$ cat src/rtl/qspi_word_packer_pkg.sv
// Shared types and constants for the quad-SPI word packer.
package qspi_pkg;

  localparam int unsigned NIB_PER_WORD = 8;
  localparam int unsigned WORD_W       = 32;
  localparam int unsigned NIB_W        = 4;
  localparam int unsigned NIB_CNT_W    = 3;
  localparam int unsigned SKIP_CNT_W   = 8;

  typedef enum logic [1:0] {
    IDLE = 2'd0,
    SKIP = 2'd1,
    PACK = 2'd2
  } state_t;

  // Pin bundle carried through the synchronizer, io[3] = IO3
  typedef struct packed {
    logic             cs;
    logic             sclk;
    logic [NIB_W-1:0] io;
  } qspi_pins_t;

  localparam qspi_pins_t PINS_RST = '{cs: 1'b1, sclk: 1'b0, io: '0};

  function automatic logic [WORD_W-1:0] pack_nib(input logic [WORD_W-1:0] word,
                                                 input logic [NIB_W-1:0]  nib);
    return {word[WORD_W-NIB_W-1:0], nib};
  endfunction

endpackage

$ cat src/rtl/qspi_word_packer_fifo.sv
// Shift-register word FIFO: head entry is always slot 0, so m_data/m_valid come straight from flops.
module qspi_word_fifo #(
  parameter int unsigned DEPTH = 4,
  parameter int unsigned W     = 32
) (
  input  logic         clk,
  input  logic         rst,
  input  logic [W-1:0] s_data,
  input  logic         s_valid,
  output logic         s_ready_c,
  output logic         full,
  output logic [W-1:0] m_data,
  output logic         m_valid,
  input  logic         m_ready
);

  logic [W-1:0]     mem_q [DEPTH];
  logic [W-1:0]     mem_d [DEPTH];
  logic [DEPTH-1:0] vld_q;
  logic [DEPTH-1:0] vld_d;
  logic             pop;
  logic             push;
  logic             placed;

  // A pop frees the tail slot in the same cycle, so a full FIFO can still accept
  assign pop       = vld_q[0] & m_ready;
  assign s_ready_c = ~vld_q[DEPTH-1] | pop;
  assign push      = s_valid & s_ready_c;

  always_comb begin
    mem_d  = mem_q;
    vld_d  = vld_q;
    placed = 1'b0;
    if (pop) begin
      for (int unsigned i = 0; i < DEPTH - 1; i++) begin
        mem_d[i] = mem_q[i+1];
        vld_d[i] = vld_q[i+1];
      end
      vld_d[DEPTH-1] = 1'b0;
    end
    if (push) begin
      for (int unsigned i = 0; i < DEPTH; i++) begin
        if (!placed && !vld_d[i]) begin
          mem_d[i] = s_data;
          vld_d[i] = 1'b1;
          placed   = 1'b1;
        end
      end
    end
  end

  always_ff @(posedge clk) begin
    if (rst) begin
      for (int unsigned i = 0; i < DEPTH; i++) mem_q[i] <= '0;
      vld_q <= '0;
    end else begin
      mem_q <= mem_d;
      vld_q <= vld_d;
    end
  end

  assign m_data  = mem_q[0];
  assign m_valid = vld_q[0];
  assign full    = vld_q[DEPTH-1];

endmodule

$ cat src/rtl/qspi_word_packer.sv
// Quad-SPI snooper: packs 8 nibbles per 32-bit word into a FIFO after skipping DUMMY_NIB nibbles.
// Optional 8-bit saturating drop counter output when QSPI_PACK_OVF_CNT_EN is defined.
module qspi_word_packer
  import qspi_pkg::*;
#(
  parameter int unsigned DEPTH     = 4,
  parameter int unsigned DUMMY_NIB = 0
) (
  input  logic              ACLK,
  input  logic              ARESET,
  input  logic              CS,
  input  logic              CLOCK,
  input  logic              IO0,
  input  logic              IO1,
  input  logic              IO2,
  input  logic              IO3,
  output logic [WORD_W-1:0] m_data,
  output logic              m_valid,
  input  logic              m_ready,
  output logic              frag,
  output logic              ovf
`ifdef QSPI_PACK_OVF_CNT_EN
  ,
  output logic [7:0]        ovf_cnt
`endif
);

  localparam logic [SKIP_CNT_W-1:0] DUMMY_CNT = SKIP_CNT_W'(DUMMY_NIB);
  localparam logic [NIB_CNT_W-1:0]  LAST_NIB  = NIB_CNT_W'(NIB_PER_WORD - 1);

  qspi_pins_t             pins_raw;
  qspi_pins_t             meta_q;
  qspi_pins_t             sync_q;
  logic                   cs_prev_q;
  logic                   sclk_prev_q;
  logic [1:0]             warm_q;
  logic                   armed_q;
  state_t                 state_q, state_d;
  logic [SKIP_CNT_W-1:0]  skip_q, skip_d;
  logic [NIB_CNT_W-1:0]   nib_q, nib_d;
  logic [WORD_W-1:0]      word_q, word_d;
  logic                   frag_q, frag_d;
  logic                   ovf_q;
  logic                   wr_valid;
  logic [WORD_W-1:0]      wr_data;
  logic                   fifo_ready_c;
  logic                   fifo_full;
  logic                   cs_fall;
  logic                   cs_rise;
  logic                   sample_ev;
  logic                   drop;

  assign pins_raw = {CS, CLOCK, IO3, IO2, IO1, IO0};

  assign cs_fall   = cs_prev_q & ~sync_q.cs;
  assign cs_rise   = ~cs_prev_q & sync_q.cs;
  // A clock rise on the same cycle CS rises still counts: CS was low when it was launched
  assign sample_ev = sync_q.sclk & ~sclk_prev_q & ~(sync_q.cs & cs_prev_q);
  assign wr_data   = pack_nib(word_q, sync_q.io);
  assign drop      = wr_valid & fifo_full & ~fifo_ready_c;

  always_ff @(posedge ACLK) begin
    if (ARESET) begin
      meta_q      <= PINS_RST;
      sync_q      <= PINS_RST;
      cs_prev_q   <= 1'b1;
      sclk_prev_q <= 1'b0;
      warm_q      <= '0;
      armed_q     <= 1'b0;
      state_q     <= IDLE;
      skip_q      <= '0;
      nib_q       <= '0;
      word_q      <= '0;
      frag_q      <= 1'b0;
      ovf_q       <= 1'b0;
    end else begin
      meta_q      <= pins_raw;
      sync_q      <= meta_q;
      cs_prev_q   <= sync_q.cs;
      sclk_prev_q <= sync_q.sclk;
      warm_q      <= {warm_q[0], 1'b1};
      // Only a CS level seen after the synchronizer has flushed may arm the next frame
      armed_q     <= armed_q | (warm_q[1] & sync_q.cs);
      state_q     <= state_d;
      skip_q      <= skip_d;
      nib_q       <= nib_d;
      word_q      <= word_d;
      frag_q      <= frag_d;
      ovf_q       <= ovf_q | drop;
    end
  end

  always_comb begin
    state_d  = state_q;
    skip_d   = skip_q;
    nib_d    = nib_q;
    word_d   = word_q;
    frag_d   = 1'b0;
    wr_valid = 1'b0;
    case (state_q)
      IDLE: begin
        if (cs_fall && armed_q) begin
          skip_d  = '0;
          nib_d   = '0;
          word_d  = '0;
          state_d = (DUMMY_NIB > 0) ? SKIP : PACK;
        end
      end
      SKIP: begin
        if (cs_rise) begin
          state_d = IDLE;
        end else if (sample_ev) begin
          if (skip_q + 8'd1 == DUMMY_CNT) begin
            skip_d  = '0;
            state_d = PACK;
          end else begin
            skip_d = skip_q + 8'd1;
          end
        end
      end
      PACK: begin
        if (sample_ev) begin
          word_d   = wr_data;
          nib_d    = nib_q + 3'd1;
          wr_valid = (nib_q == LAST_NIB);
        end
        if (cs_rise) begin
          state_d = IDLE;
          frag_d  = (nib_d != '0);
        end
      end
      default: state_d = IDLE;
    endcase
  end

  qspi_word_fifo #(
    .DEPTH (DEPTH),
    .W     (WORD_W)
  ) u_fifo (
    .clk       (ACLK),
    .rst       (ARESET),
    .s_data    (wr_data),
    .s_valid   (wr_valid),
    .s_ready_c (fifo_ready_c),
    .full      (fifo_full),
    .m_data    (m_data),
    .m_valid   (m_valid),
    .m_ready   (m_ready)
  );

  assign frag = frag_q;
  assign ovf  = ovf_q;

`ifdef QSPI_PACK_OVF_CNT_EN
  logic [7:0] ovf_cnt_q;

  always_ff @(posedge ACLK) begin
    if (ARESET) begin
      ovf_cnt_q <= '0;
    end else if (drop && ovf_cnt_q != 8'hFF) begin
      ovf_cnt_q <= ovf_cnt_q + 8'd1;
    end
  end

  assign ovf_cnt = ovf_cnt_q;
`endif

endmodule

$ cat config.mk
export PLATFORM = sky130hd
export DESIGN_NAME = qspi_word_packer
export DESIGN_NICKNAME = d
export VERILOG_FILES = /design/src/rtl/qspi_word_packer_pkg.sv /design/src/rtl/qspi_word_packer_fifo.sv /design/src/rtl/qspi_word_packer.sv
export SDC_FILE = /design/constraint.sdc
export NUM_CORES = 1
export LEC_CHECK = 0
export BUFFER_PORTS_ARGS = -buffer_cell sky130_fd_sc_hd__buf_2
export CAP_MARGIN = 15
export CORE_MARGIN = 2
export CORE_UTILIZATION = 55
export DETAILED_ROUTE_END_ITERATION = 10
export GPL_TIMING_DRIVEN = 0
export PLACE_DENSITY_LB_ADDON = 0.05
export SETUP_SLACK_MARGIN = 0.15
export SYNTH_ARGS = -nofsm -noshare
export SYNTH_HDL_FRONTEND = slang
export SYNTH_SLANG_ARGS = --single-unit
$ cat constraint.sdc
create_clock -name ACLK -period 2.7 [get_ports ACLK]
set_clock_uncertainty 0.1 [all_clocks]
set_input_delay 0.27 -clock ACLK [delete_from_list [all_inputs] [get_ports ACLK]]
set_output_delay 0.27 -clock ACLK [all_outputs]
set_load 0.02 [all_outputs]
==> results of run 1 <==
==> power breakdown <==
part	switching (mW)	internal [mW]	leakage, nW	total [mW]
sequential	0.00563	2.71	1.48	2.72
clock	1.01	1.58	0.299	2.59
combinational	0.0879	0.0313	2.30	0.119
==> cell usage after synthesis (all sizes together) (5+ instances only) <==
cell	count	area share
dfxtp	183	0.47
mux2i	132	0.17
nand2	132	0.064
mux2	64	0.093
buf	55	0.046
clkbuf	35	0.017
nor3	33	0.021
a31o	32	0.036
o22ai	29	0.024
nor2b	12	0.0097
a21oi	8	0.0052
nand3	5	0.0032
nor2	5	0.0024
==> registers in the layout, summed over array words and instances, names as in the netlist <==
name / flops
sync_q: 6
nib_q: 3
u_fifo.mem_q: 96
warm_q: 2
u_fifo.vld_q: 4
meta_q: 6
word_q: 28
u_fifo.m_data: 32
ovf: 1
state_q: 1
cs_prev_q: 1
frag: 1
sclk_prev_q: 1
armed_q: 1
==> timing repair <==
action / in CTS / in global routing
pin swaps: 0 / 1
cloned: 0 / 0
endpoints found under the hold margin: 6 / 0
resized for setup: 1 / 3
endpoints found under the setup margin: 1 / 88
setup buffers: 0 / 2
hold buffers: 6 / 0
==> layer usage <==
metal / GRT usage / routed length [um] / vias to the layer above
met1: 0.323 / 8280 / 2746
met3: 0.0446 / 563 / 19
li1: - / - / 2763
met5: 0 / 0 / -
met2: 0.430 / 8940 / 109
met4: 0.0876 / 234 / 0
==> path summary, 6_finish.rpt <==
path | depth (start not counted) | slack [ns] | endpoint
worst min-delay path | 4 | 0.26 | u_fifo.vld_q[2]$_SDFF_PP0_
worst max-delay path | 8 | 0.30 | u_fifo.mem_q[43]$_SDFF_PP0_
worst max register to register | 8 | 0.30 | u_fifo.mem_q[43]$_SDFF_PP0_
worst min register to register | 1 | 0.32 | sync_q[5]$_SDFF_PP1_
==> worst max-delay path, cell delays in order, from the launching register on <==
cell and delay (ns):
sky130_fd_sc_hd__dfxtp_1 0.41, sky130_fd_sc_hd__ha_1 0.17, sky130_fd_sc_hd__ha_1 0.23, sky130_fd_sc_hd__nand4_1 0.16
sky130_fd_sc_hd__nor3_2 0.20, sky130_fd_sc_hd__and3_1 0.18, sky130_fd_sc_hd__clkbuf_1 0.29, sky130_fd_sc_hd__clkbuf_4 0.37
sky130_fd_sc_hd__mux2i_1 0.22
==> logic make-up (layout without fill, tap and decap cells) <==
logic type,Yosys count,count (layout),share of synthesized area
simple gates,200,200,0.113
mux,196,196,0.265
flops,183,183,0.475
buf+inv,93,175,0.0641
compound gates,79,79,0.0773
xor+xnor,3,3,0.00341
fa+ha+maj,2,2,0.00324
==> layout make-up <==
| class | instances | area share |
|---|---|---|
| Clock inverter | 7 | 0.0130 |
| Buffer | 90 | 0.0554 |
| Timing Repair Buffer | 50 | 0.0322 |
| Clock buffer | 25 | 0.0571 |
| Inverter | 3 | 0.00127 |
| Tap cell | 180 | 0.0254 |
| Multi-Input combinational cell | 480 | 0.402 |
| Sequential cell | 183 | 0.414 |
==> implementation parameters, run 1 <==
Parameter                              Value

Final layout
  Reg area    roughly 3700 um2
  Area growth from synthesis to final layout    14.8%
  Fill cell count    roughly 1.2k
  Most frequent standard cell in the layout excluding fill and tap cells    sky130_fd_sc_hd__dfxtp_1
  Most frequent cells in the layout    sky130_fd_sc_hd__dfxtp_1, sky130_fd_sc_hd__nand2_1, sky130_fd_sc_hd__mux2i_1
  Ratio of cells with drive above 1 in the final layout    0.237
  Final instance count without filler cells    1018
  Final layout net count    836
  Layout Cell Area excl Fill    slightly below 9000 um2
  Final cell utilization of the core    0.643
  Antenna diodes    0
  Total area of multi-input combinational cells    3560 um2

Die
  Count of pins on the block boundary    44
  Total Die Area    15000 um2
  Die Y    122 um
  Initial Utilization    0.560
  X dimension of the die    122 um
  Site row count    43
  Core Region    approximately 14000 um2

Route
  Number of routed nets with antenna violations    0
  Number of iterations in the first detailed-routing pass    7
  Detailed-route vias per instance    5.54
  1st-iter DRT viols    roughly 330
  Remaining routing DRC violations    0
  WL per Instance    17.7 um
  Count of vias placed by the detailed router    ~5.6k
  Aggregate routed wire length    18000 um

Yosys
  Cell area after synthesis    7720 um2
  Yosys warning total    0
  Syn Area/Cell    ~10 um2
  Gate count after technology mapping    between 700 and 800
  Total of flip-flops plus latches after synthesis    183
  Async S/R FF share, synth    0
  Sequential area share after synthesis    0.475
  Most used flip-flop cell after synthesis    sky130_fd_sc_hd__dfxtp_1
  Number of synthesized flops with an enable pin    0
  Number of distinct library cells after synthesis    37
  Syn Nets    767

STA
  Worst hold margin    0.263 ns
  Setup Viol. Count Final    0
  Peak clock frequency supported by timing    417 MHz
  Period minus WS final    around 2.4 ns
  Final worst-path setup slack    0.303 ns
  Worst rel slew slack    0.495
  Final-report hold violation count    0
  Final cycle utilization of the critical path    0.888
  Setup repair after global routing missed its margin    false
  Final sum of negative setup slack    0 ns
  Total count of max-transition violations in the final report    0
  Slew at the pin with the worst max-slew slack    about 0.76 ns

Clock network
  Clock latency at the later pin of the worst-skew pair    0.43 ns
  CTS root buf    sky130_fd_sc_hd__clkbuf_16
  CTS H-Tree Depth    4
  Total number of clock tree sinks    183
  Clock tree from TritonCTS    yes
  Clock slew at the register clock pins of the worst setup and hold paths    approximately 0.060 ns
  Cts bufs inserted    17
  Number of buffers between clock root and the deepest sink    2

Flow run
  Total of max-cap violations    0

Setup path
  Launching instance or port of the critical path    nib_q[0]$_SDFFE_PP0P_
  Type of origin of the critical path    flop
  Worst Path Class, Setup    flop to flop
  Data required, critical path    2.95 ns
  Critical path peak fanout    10
  Startpoint of the worst-slack reg-to-reg timing path    nib_q[0]$_SDFFE_PP0P_
  Arrival @ worst endpoint    2.65 ns
  Type of element capturing the critical path    flop

Placed design
  Place WS    between 0.15 and 0.2 ns
  Quantity of I/O buffers inserted on ports    42
  Placement-stage cell area    approximately 8000 um2
  HPWL after DPL    12100 um
  Final weighted congestion in routability-driven placement    around 0.81
  Number of cells after detailed placement    978

Global route
  Aggregate global routing overflow    0
  Vias in the first global route    roughly 5.7k
  Largest net degree at the start of global routing    17
  Antenna violations before repair    0
  Total routing usage reported by global routing    0.253
  Wire length of the first global-routing pass    29100 um

Power and ir drop
  Total power per unit cell area    slightly above 600 nW/um2
  Pwr Total    5.43 mW
  Leakage power    4.08 nW
  Maximum VDD drop    approximately 520 uV

Worst hold path
  Hold/Removal Path Class    primary input to flop
  Worst min-delay path startpoint    m_ready

Run status
  Outcome    complete, no violations
No activity file was read; power rests on OpenSTA's default activity.
==> run 2: changes to the inputs <==
--- a/config.mk
+++ b/config.mk
@@ -9,6 +9,7 @@
 export CAP_MARGIN = 15
 export CORE_MARGIN = 2
 export CORE_UTILIZATION = 55
+export CTS_BUF_LIST = sky130_fd_sc_hd__clkbuf_4 sky130_fd_sc_hd__clkbuf_8 sky130_fd_sc_hd__clkbuf_16
 export DETAILED_ROUTE_END_ITERATION = 10
 export GPL_TIMING_DRIVEN = 0
 export PLACE_DENSITY_LB_ADDON = 0.05
==> implementation parameters, run 2 (same netlist as run 1, synthesis figures left out) <==
Parameter                              Value

Run status
  Outcome    complete, no violations

Final layout
  Most frequent cells in the layout    sky130_fd_sc_hd__dfxtp_1, sky130_fd_sc_hd__nand2_1, sky130_fd_sc_hd__mux2i_1
  Final cell utilization of the core    0.644
  Antenna diodes    0
  Flip-flop count of the largest register, all copies and words added    96
  Total area of multi-input combinational cells    3560 um2
  Most frequent standard cell in the layout excluding fill and tap cells    sky130_fd_sc_hd__dfxtp_1
  Fill cell count    between 1k and 1.5k
  Biggest register    u_fifo.mem_q
  Reg area    3660 um2
  Final layout net count    836
  Ratio of cells with drive above 1 in the final layout    0.241
  Layout Cell Area excl Fill    between 8000 and 9000 um2
  Area growth from synthesis to final layout    15.0%

Die
  Total Die Area    15000 um2
  X dimension of the die    122 um
  Count of pins on the block boundary    44
  Die Y    122 um
  Site row count    43
  Initial Utilization    0.560
  Core Region    13800 um2

Setup path
  Worst reg-to-reg setup slack    between 0.3 and 0.4 ns
  CP peak stage delay    0.41 ns
  CP Buf/Inv Count    2
  Type of origin of the critical path    flop
  Critical path peak fanout    10
  Worst reg-to-reg path cell count    8
  Worst Path Class, Setup    flop to flop
  Type of element capturing the critical path    flop
  Startpoint of the worst-slack reg-to-reg timing path    nib_q[0]$_SDFFE_PP0P_
  Gate family responsible for the most delay along the worst path    buffers and inverters
  Arrival @ worst endpoint    2.64 ns
  Series of cell instances along the critical path    ha_1 -> ha_1 -> nand4_1 -> nor3_2 -> and3_1 -> clkbuf_1 -> clkbuf_4 -> mux2i_1
  Worst path most repeated cell    sky130_fd_sc_hd__ha_1
  Highest-delay cell along the critical path    sky130_fd_sc_hd__dfxtp_1
  Worst R2R End    u_fifo.mem_q[51]$_SDFF_PP0_
  Data required, critical path    about 3.0 ns

Global route
  Met3 usage in global routing    0.0446
  GR Util met2    0.430
  Most used routing layer in global routing    met2
  Total routing usage reported by global routing    0.253
  Wire length of the first global-routing pass    ~29000 um
  Largest net degree at the start of global routing    17
  Antenna violations before repair    0
  GRT met1 Usage    0.323
  Aggregate global routing overflow    0
  Vias in the first global route    5661

Power and ir drop
  Total power per unit cell area    approximately 610 nW/um2
  Leakage power    4.09 nW
  Maximum VDD drop    about 530 uV

STA
  Setup Viol. Count Final    0
  Slew at the pin with the worst max-slew slack    between 0.7 and 0.8 ns
  Setup repair after global routing missed its margin    false
  Total count of max-transition violations in the final report    0
  Worst rel slew slack    0.519
  Period minus WS final    ~2.4 ns
  Peak clock frequency supported by timing    419 MHz
  Final cycle utilization of the critical path    0.884
  Final sum of negative setup slack    0 ns
  Final-report hold violation count    0

Route
  WL per Instance    17.7 um
  Number of iterations in the first detailed-routing pass    6
  Count of vias placed by the detailed router    5616
  Number of routed nets with antenna violations    0
  Aggregate routed wire length    about 18000 um
  1st-iter DRT viols    347
  Remaining routing DRC violations    0
  Detailed-route vias per instance    5.52

Flow run
  Total of max-cap violations    0

Clock network
  Clock latency at the later pin of the worst-skew pair    roughly 0.43 ns
  Clock slew at the register clock pins of the worst setup and hold paths    0.06 ns
  Clock tree from TritonCTS    yes
  Number of buffers between clock root and the deepest sink    2
  Cts bufs inserted    17
  CTS root buf    sky130_fd_sc_hd__clkbuf_16
  Total number of clock tree sinks    between 150 and 200
  CTS H-Tree Depth    4

Worst hold path
  Hold/Removal Path Class    primary input to flop
  Hold Path Stages    4
  Worst min-delay path startpoint    m_ready
  Hold Path Sink    u_fifo.vld_q[2]$_SDFF_PP0_

Placed design
  Quantity of I/O buffers inserted on ports    between 40 and 50
  HPWL after DPL    12100 um
  Final weighted congestion in routability-driven placement    0.806
  Placement-stage cell area    8150 um2
run 2: worst max path at each step:
stage                                from                     endpoint  cells past startpoint
floorplan           nib_q[0]$_SDFFE_PP0P_  u_fifo.mem_q[69]$_SDFF_PP0_                      7
global placement    nib_q[0]$_SDFFE_PP0P_  u_fifo.mem_q[93]$_SDFF_PP0_                      7
detailed placement  nib_q[0]$_SDFFE_PP0P_  u_fifo.mem_q[53]$_SDFF_PP0_                      8
CTS                 nib_q[0]$_SDFFE_PP0P_  u_fifo.mem_q[43]$_SDFF_PP0_                      8
global route        nib_q[0]$_SDFFE_PP0P_  u_fifo.mem_q[34]$_SDFF_PP0_                      8
finish              nib_q[0]$_SDFFE_PP0P_  u_fifo.mem_q[51]$_SDFF_PP0_                      8
run 2: area by class of cell:
type / count / share of cell area
tap: 180 / 0.0254
multi-input combinational: 480 / 0.402
clock inverter: 7 / 0.0130
buffer: 90 / 0.0553
sequential: 183 / 0.413
timing repair buffer: 50 / 0.0322
clock buffer: 25 / 0.0583
inverter: 3 / 0.00127
run 2: metal layers:
metal  vias up  share of wire
met5         -              0
met4         0          0.015
met3        20          0.030
met2        97           0.49
met1      2740           0.46
li1       2759              -
run 2: what timing repair did:
| action | CTS | global route |
|---|---|---|
| gates resized for setup | 1 | 3 |
| hold endpoints to repair | 6 | 0 |
| hold buffers | 6 | 0 |
| endpoints found under the setup margin | 1 | 88 |
| setup buffers | 0 | 2 |
| pin swaps | 0 | 1 |
run 2: through the flow:
stage	worst slack (ns)	std cells	hold WS, ns	total power [mW]
after global placement	0.242	978	0.304	2.89
final	0.314	1018	0.265	5.46
after CTS	0.161	1016	0.253	5.48
after floorplan	0.631	756	0.274	2.85
after global routing	0.134	1018	0.313	5.61
after detailed placement	0.151	978	0.299	2.89
run 2: worst min-delay path, delay by kind of cell:
kind	cells	cell delay (ns)
and+or+nand+nor	1	0.12
buffers and inverters	1	0.17
AOI/OAI and AO/OA	2	0.19
run 2: report_power, final:
group	switching, mW	internal [mW]	total [mW]
clock	1.01	1.61	2.62
combinational	0.0879	0.0313	0.119
sequential	0.00570	2.71	2.72
total	1.10	4.35	5.46
